### config.mk
export PLATFORM = sky130hd
export DESIGN_NAME = id_ex_stage
export DESIGN_NICKNAME = d
export VERILOG_FILES = /design/src/rtl/id_ex_stage.sv
export SDC_FILE = /design/constraint.sdc
export NUM_CORES = 1
export LEC_CHECK = 0
export ABC_CLOCK_PERIOD_IN_PS = 2700
export CORE_UTILIZATION = 41
export CTS_CLUSTER_SIZE = 40
export DETAILED_ROUTE_END_ITERATION = 7
export PLACE_DENSITY = 0.78
export SETUP_SLACK_MARGIN = 0.1
export SLEW_MARGIN = 20
export SYNTH_ARGS = -nofsm -noshare
export SYNTH_HDL_FRONTEND = slang
export SYNTH_SLANG_ARGS = --single-unit
### constraint.sdc
create_clock -name clk -period 2.7 [get_ports clk]
set_input_delay 0.675 -clock clk [delete_from_list [all_inputs] [get_ports clk]]
set_output_delay 0.675 -clock clk [all_outputs]
set_load 0.01 [all_outputs]
### src/rtl/id_ex_stage.sv
// ID/EX pipeline register with MEM/WB operand forwarding feeding the ALU.
// Priority per edge: flush > stall > load; forwarding is combinational on the stored indices.
module id_ex_stage #(
    parameter int unsigned XLEN = 32,
    parameter int unsigned REGW = 5
) (
    input  logic            clk,
    input  logic            rst_n,
    input  logic            stall,
    input  logic            flush,
    input  logic            id_valid,
    input  logic [XLEN-1:0] id_pc,
    input  logic [XLEN-1:0] id_rs1_val,
    input  logic [XLEN-1:0] id_rs2_val,
    input  logic [XLEN-1:0] id_imm,
    input  logic [REGW-1:0] id_rs1,
    input  logic [REGW-1:0] id_rs2,
    input  logic [REGW-1:0] id_rd,
    input  logic            id_a_sel,
    input  logic            id_b_sel,
    input  logic [3:0]      id_alu_ctrl,
    input  logic            id_reg_write,
    input  logic            mem_reg_write,
    input  logic [REGW-1:0] mem_rd,
    input  logic [XLEN-1:0] mem_result,
    input  logic            wb_reg_write,
    input  logic [REGW-1:0] wb_rd,
    input  logic [XLEN-1:0] wb_result,
    output logic [XLEN-1:0] alu_a,
    output logic [XLEN-1:0] alu_b,
    output logic [3:0]      alu_ctrl,
    output logic [XLEN-1:0] ex_rs2_data,
    output logic [REGW-1:0] ex_rd,
    output logic            ex_reg_write,
    output logic            ex_valid
);

    logic            valid_q,     valid_d;
    logic            reg_write_q, reg_write_d;
    logic [3:0]      alu_ctrl_q,  alu_ctrl_d;
    logic [XLEN-1:0] pc_q,        pc_d;
    logic [XLEN-1:0] rs1_val_q,   rs1_val_d;
    logic [XLEN-1:0] rs2_val_q,   rs2_val_d;
    logic [XLEN-1:0] imm_q,       imm_d;
    logic [REGW-1:0] rs1_q,       rs1_d;
    logic [REGW-1:0] rs2_q,       rs2_d;
    logic [REGW-1:0] rd_q,        rd_d;
    logic            a_sel_q,     a_sel_d;
    logic            b_sel_q,     b_sel_d;

    logic [XLEN-1:0] fwd1;
    logic [XLEN-1:0] fwd2;

    // MEM is the younger producer, so it beats WB; x0 is never forwarded
    always_comb begin
        fwd1 = rs1_val_q;
        if (mem_reg_write && (mem_rd == rs1_q) && (rs1_q != '0)) begin
            fwd1 = mem_result;
        end else if (wb_reg_write && (wb_rd == rs1_q) && (rs1_q != '0)) begin
            fwd1 = wb_result;
        end
    end

    always_comb begin
        fwd2 = rs2_val_q;
        if (mem_reg_write && (mem_rd == rs2_q) && (rs2_q != '0)) begin
            fwd2 = mem_result;
        end else if (wb_reg_write && (wb_rd == rs2_q) && (rs2_q != '0)) begin
            fwd2 = wb_result;
        end
    end

    always_comb begin
        valid_d     = valid_q;
        reg_write_d = reg_write_q;
        alu_ctrl_d  = alu_ctrl_q;
        pc_d        = pc_q;
        rs1_val_d   = rs1_val_q;
        rs2_val_d   = rs2_val_q;
        imm_d       = imm_q;
        rs1_d       = rs1_q;
        rs2_d       = rs2_q;
        rd_d        = rd_q;
        a_sel_d     = a_sel_q;
        b_sel_d     = b_sel_q;
        if (flush) begin
            valid_d     = 1'b0;
            reg_write_d = 1'b0;
            alu_ctrl_d  = '0;
        end else if (stall) begin
            // Capture forwarded operands so a WB value survives WB retiring
            rs1_val_d = fwd1;
            rs2_val_d = fwd2;
        end else begin
            valid_d     = id_valid;
            reg_write_d = id_reg_write & id_valid;
            alu_ctrl_d  = id_alu_ctrl;
            pc_d        = id_pc;
            rs1_val_d   = id_rs1_val;
            rs2_val_d   = id_rs2_val;
            imm_d       = id_imm;
            rs1_d       = id_rs1;
            rs2_d       = id_rs2;
            rd_d        = id_rd;
            a_sel_d     = id_a_sel;
            b_sel_d     = id_b_sel;
        end
    end

    always_ff @(posedge clk or negedge rst_n) begin
        if (!rst_n) begin
            valid_q     <= 1'b0;
            reg_write_q <= 1'b0;
            alu_ctrl_q  <= '0;
            pc_q        <= '0;
            rs1_val_q   <= '0;
            rs2_val_q   <= '0;
            imm_q       <= '0;
            rs1_q       <= '0;
            rs2_q       <= '0;
            rd_q        <= '0;
            a_sel_q     <= 1'b0;
            b_sel_q     <= 1'b0;
        end else begin
            valid_q     <= valid_d;
            reg_write_q <= reg_write_d;
            alu_ctrl_q  <= alu_ctrl_d;
            pc_q        <= pc_d;
            rs1_val_q   <= rs1_val_d;
            rs2_val_q   <= rs2_val_d;
            imm_q       <= imm_d;
            rs1_q       <= rs1_d;
            rs2_q       <= rs2_d;
            rd_q        <= rd_d;
            a_sel_q     <= a_sel_d;
            b_sel_q     <= b_sel_d;
        end
    end

    assign alu_a        = a_sel_q ? pc_q : fwd1;
    assign alu_b        = b_sel_q ? imm_q : fwd2;
    assign alu_ctrl     = alu_ctrl_q;
    assign ex_rs2_data  = fwd2;
    assign ex_rd        = rd_q;
    assign ex_reg_write = reg_write_q & valid_q;
    assign ex_valid     = valid_q;

endmodule
; ---- Word-level counts from Yosys, hierarchy flattened
; Cells that the tools add are included.
; Widths: inputs -> output; s select.
[totals]
out_inout_bits = 107
word_cells = 46
input_bits = 231
reg_bits = 151
[op_classes]
bitwise_logic = 4
n_reduce_logical = 11
eq_ne = 5
mux = 14
[op_table]
columns = op, count
row1 = $mux 32, 8
row2 = $eq 5x5->1, 4
row3 = $reduce_bool 5->1, 2
row4 = $logic_and 1x1->1, 8
row5 = $mux 4, 2
row6 = $mux 1, 4
row7 = $and 1x1->1, 2
row8 = $ne 2x1->1 const B, 1
row9 = $not 1->1, 2
row10 = $reduce_and 2->1, 1

; ---- Depth between registers and ports, before layout
[logic_depth]
depth_word = 6
depth_mapped = 7
depth_no_buf = 5

; ---- Worst setup path after synthesis
; OpenSTA, ideal clock, no wires.
[synth_timing]
path_type = input-to-output
start = in wb_rd[1]
end = out alu_a[10]
setup_slack_ns = -0.044
arrival_ns = 2.069
path_buffers = 1
required_time_ns = 2.025
path_stages = 5
cell_sequence = or3_4 > a211oi_4 > buf_8 > mux2i_1 > a221oi_2
[synth_between]
elab_chain_cells = 6
[synth_lines]
columns = item, line_no
row1 = from (decl), 27  ; input logic [REGW-1:0] wb_rd,
row2 = $eq 5x5->1, 59  ; end else if (wb_reg_write && (wb_rd == rs1_q) && (rs1_q != '0)) begin
row3 = $logic_and 1x1->1 (2 in a row), 59
row4 = $mux 32, 59
row5 = $mux 32, 57  ; if (mem_reg_write && (mem_rd == rs1_q) && (rs1_q != '0)) begin
row6 = $mux 32, 140  ; assign alu_a = a_sel_q ? pc_q : fwd1;
row7 = to (decl), 29  ; output logic [XLEN-1:0] alu_a,
; Every way passes these cells.

; ---- Worst setup path after layout
[layout_timing]
start = in wb_rd[2]
end = out alu_a[1]
; Same word-level chain as after synthesis.

==> impl_metrics.json <==
{
  "run_status": "finished, violations left",
  "failed_checks": "setup timing",
  "grt.total_usage_pct": 35.1,
  "clk_pin_slew_worst_paths_ns": 0.07,
  "fin_area_sq_um": 16100,
  "drive_gt1_share_pct": 39.4,
  "synth_cell_types": 34,
  "grt_pass1_vias": 10700,
  "max_freq_mhz": 295,
  "port_buffers": 337,
  "post-route-period-util_pct": 126,
  "clock_path_buffers": 2,
  "fin_skew_ns": 0.00883,
  "timing.rr.start": "rs2_q[3]",
  "powerDensity_nw_per_um2": 536,
  "cts_tree": "done",
  "cts_buffers": 17,
  "grt_pass1_wl_um": 59100,
  "vias_per_cell": 6.06,
  "insertion_delay_ns": 0.42,
  "p_leak_nw": 6.34,
  "netSwitchingFraction_pct": 34.4,
  "cts_sinks": 151,
  "finalMaxSlewViolations": 0,
  "cpMaxStageDelayCell": "dlygate4sd2_1",
  "synth-main-ff-cell": "dfrtp_1",
  "n_fill_cell": 1331,
  "rows": 53,
  "combPwrFrac_pct": 40.4,
  "initial_core_util_pct": 41.9,
  "layout.nets": 1634,
  "clkPwrFrac_pct": 27.1,
  "hpwl_um": 24100,
  "rsz0062_at_grt": "yes",
  "worst_path_largest_cell_delay_ns": 0.32,
  "ir_drop_uv": 453,
  "antenna_found_initial": 0,
  "design.die.area_sq_um": 22200,
  "reg2reg_slack_ns": 0.21,
  "die_x_um": 149,
  "yosys_warnings": 0,
  "cts-htree-levels": 4,
  "dieHeight_um": 149,
  "syn_area_sq_um": 8840,
  "globalplace.congestion": 0.909,
  "worstReg2RegEnd": "rs2_val_q[0]",
  "grt_start_max_net_pins": 94,
  "rr_worst_depth": 13,
  "endpoint_kind": "output port",
  "hold_violations": 0,
  "placed_cell_area_sq_um": 13500,
  "num_antenna_cells": 0,
  "crit_chain": "dlygate4sd2_1 -> xnor2_1 -> nand3_1 -> a211oi_4 -> buf_6 -> buf_12 -> buf_12 -> buf_12 -> mux2i_2 -> a221oi_2 -> buf_2",
  "synth_seq_area_share_pct": 42.7,
  "wl_per_cell_um": 23.9,
  "startpoint_type": "input port",
  "drc": 0,
  "worstPathMaxFanout": 8,
  "maxCapViolations": 0,
  "synth_edf_count": 0,
  "setup_viol": 96,
  "startpoint": "wb_rd[2]",
  "syn-num-nets": 1188,
  "slew_headroom_pct": 51.7,
  "drtAntennaViolNets": 0,
  "seq_power_share_pct": 32.5,
  "cts-root-buf": "clkbuf_16",
  "finalSetupTns_ns": -52.12,
  "core-area_sq_um": 21100,
  "cp_common_cell": "buf_12",
  "dr_total_vias": 10200,
  "synthCells": 957,
  "finalCriticalPeriod_ns": 3.39,
  "avgSynthCellArea_sq_um": 9.24,
  "wirelength_um": 40300,
  "p_int_mw": 5.67,
  "ioPinCount": 338,
  "async_flop_share_pct": 100,
  "worst_slew_pin_slew_ns": 0.724,
  "hold_ws_ns": 0.186,
  "grt_remaining_overflow": 0,
  "ys_ff_latch": 151,
  "critPathKind": "in2out",
  "area_delta_synth_final_pct": 82.6,
  "hold_buffers": 0,
  "drtPass1Iterations": 5,
  "switchingPower_mw": 2.98,
  "cp.required_ns": 2.03,
  "hold_path.class": "in2async",
  "setup_ws_ns": -0.691,
  "cp.arrival_ns": 2.72,
  "path_buf_inv": 6,
  "drt_iter0_drc": 663,
  "crit_family": "buffers and inverters"
}
[repair_timing]
| action | 4_1_cts | 5_1_grt |
|---|---|---|
| endpoints found under the setup margin | 96 | 96 |
| gates resized for setup | 615 | 100 |
| gates cloned | 11 | 2 |
| setup buffers | 59 | 22 |
| endpoints found under the hold margin | 0 | 0 |
| pin swaps | 50 | 41 |
[layout by cell type (no fill, tap or decap), types with 39 or more instances in the layout]
master / instances
clkdlybuf4s50_1: 228
dfrtp_1: 144
nand2_1: 100
buf_2: 92
buf_4: 80
o21ai_0: 66
inv_1: 64
a22oi_1: 64
a221oi_2: 60
mux2i_4: 51
buf_6: 49
nor3_1: 40
buf_12: 39
[power groups by stage]
stage	clock (mW)	sequential [mW]	combinational, mW
floorplan	0	2.73	1.39
CTS	2.36	2.78	3.24
detailed placement	0	2.76	3.04
finish	2.35	2.81	3.49
global route	2.46	2.84	3.68
global placement	0	2.74	2.99
[metal layers]
| layer | up-vias | GRT usage (%) | wire [um] |
|---|---|---|---|
| met5 | - | 0 | 0 |
| met4 | 0 | 21.0 | 2300 |
| met3 | 151 | 7.09 | 3510 |
| met2 | 667 | 59.1 | 19700 |
| met1 | 5004 | 41.3 | 14800 |
| li1 | 4425 | - | - |
[synth_stat cells, types with 5 or more instances]
cell type	count	area, sq um
dfrtp_1	151	3780
nand2_1	103	387
clkbuf_1	71	267
mux2i_1	68	681
nor3_1	67	335
o21ai_0	66	330
a22oi_1	64	480
inv_1	64	240
nor2_1	40	150
a21oi_1	34	170
a221oi_1	34	298
o21a_1	32	240
o221ai_1	32	280
o21ai_1	31	155
a221oi_2	30	450
mux2_2	17	191
xnor2_1	10	87.6
buf_1	7	26.3
xor2_1	6	52.6
buf_2	5	25.0
[flip-flops by register name, summed over array words and instances (netlist names)]
register / cells
a_sel_q: 1
alu_ctrl: 4
b_sel_q: 1
ex_rd: 5
ex_valid: 1
imm_q: 32
pc_q: 32
reg_write_q: 1
rs1_q: 5
rs1_val_q: 32
rs2_q: 5
rs2_val_q: 32
[metrics by stage]
step	setup WS (ns)	power, mW	utilization [%]	instances
CTS	-0.630	8.38	73.7	1675
floorplan	-0.0430	4.12	-	957
global route	-0.762	8.98	76.5	1691
finish	-0.691	8.65	76.5	1691
global placement	-1.15	5.74	64.0	1573
detailed placement	-1.20	5.80	64.0	1573
[worst max-delay path by stage]
stage	end	cells after the start	slack (ns)
global route	alu_a[1]	11	-0.76
global placement	alu_a[12]	8	-1.15
CTS	alu_a[1]	11	-0.63
finish	alu_a[1]	11	-0.69
floorplan	alu_a[10]	5	-0.04
detailed placement	alu_a[12]	8	-1.20
[kinds of logic after synthesis]
group,synth area share [%]
AOI/OAI and AO/OA,27.8
xor gates and xnor gates,1.59
buffers and inverters,7.08
DFF,42.7
muxes,9.87
and+or+nand+nor,10.9
[layout make-up]
| cell class | count | area [sq um] | area share (%) |
|---|---|---|---|
| flip-flops and latches | 151 | 3790 | 23.5 |
| clock inverters | 12 | 119 | 0.736 |
| repair buffers | 515 | 5170 | 32.0 |
| inverters | 64 | 240 | 1.49 |
| clock buffers | 20 | 447 | 2.77 |
| multi-input cells | 654 | 6030 | 37.4 |
| well taps | 275 | 344 | 2.13 |
No activity file was read; power rests on OpenSTA's default activity.
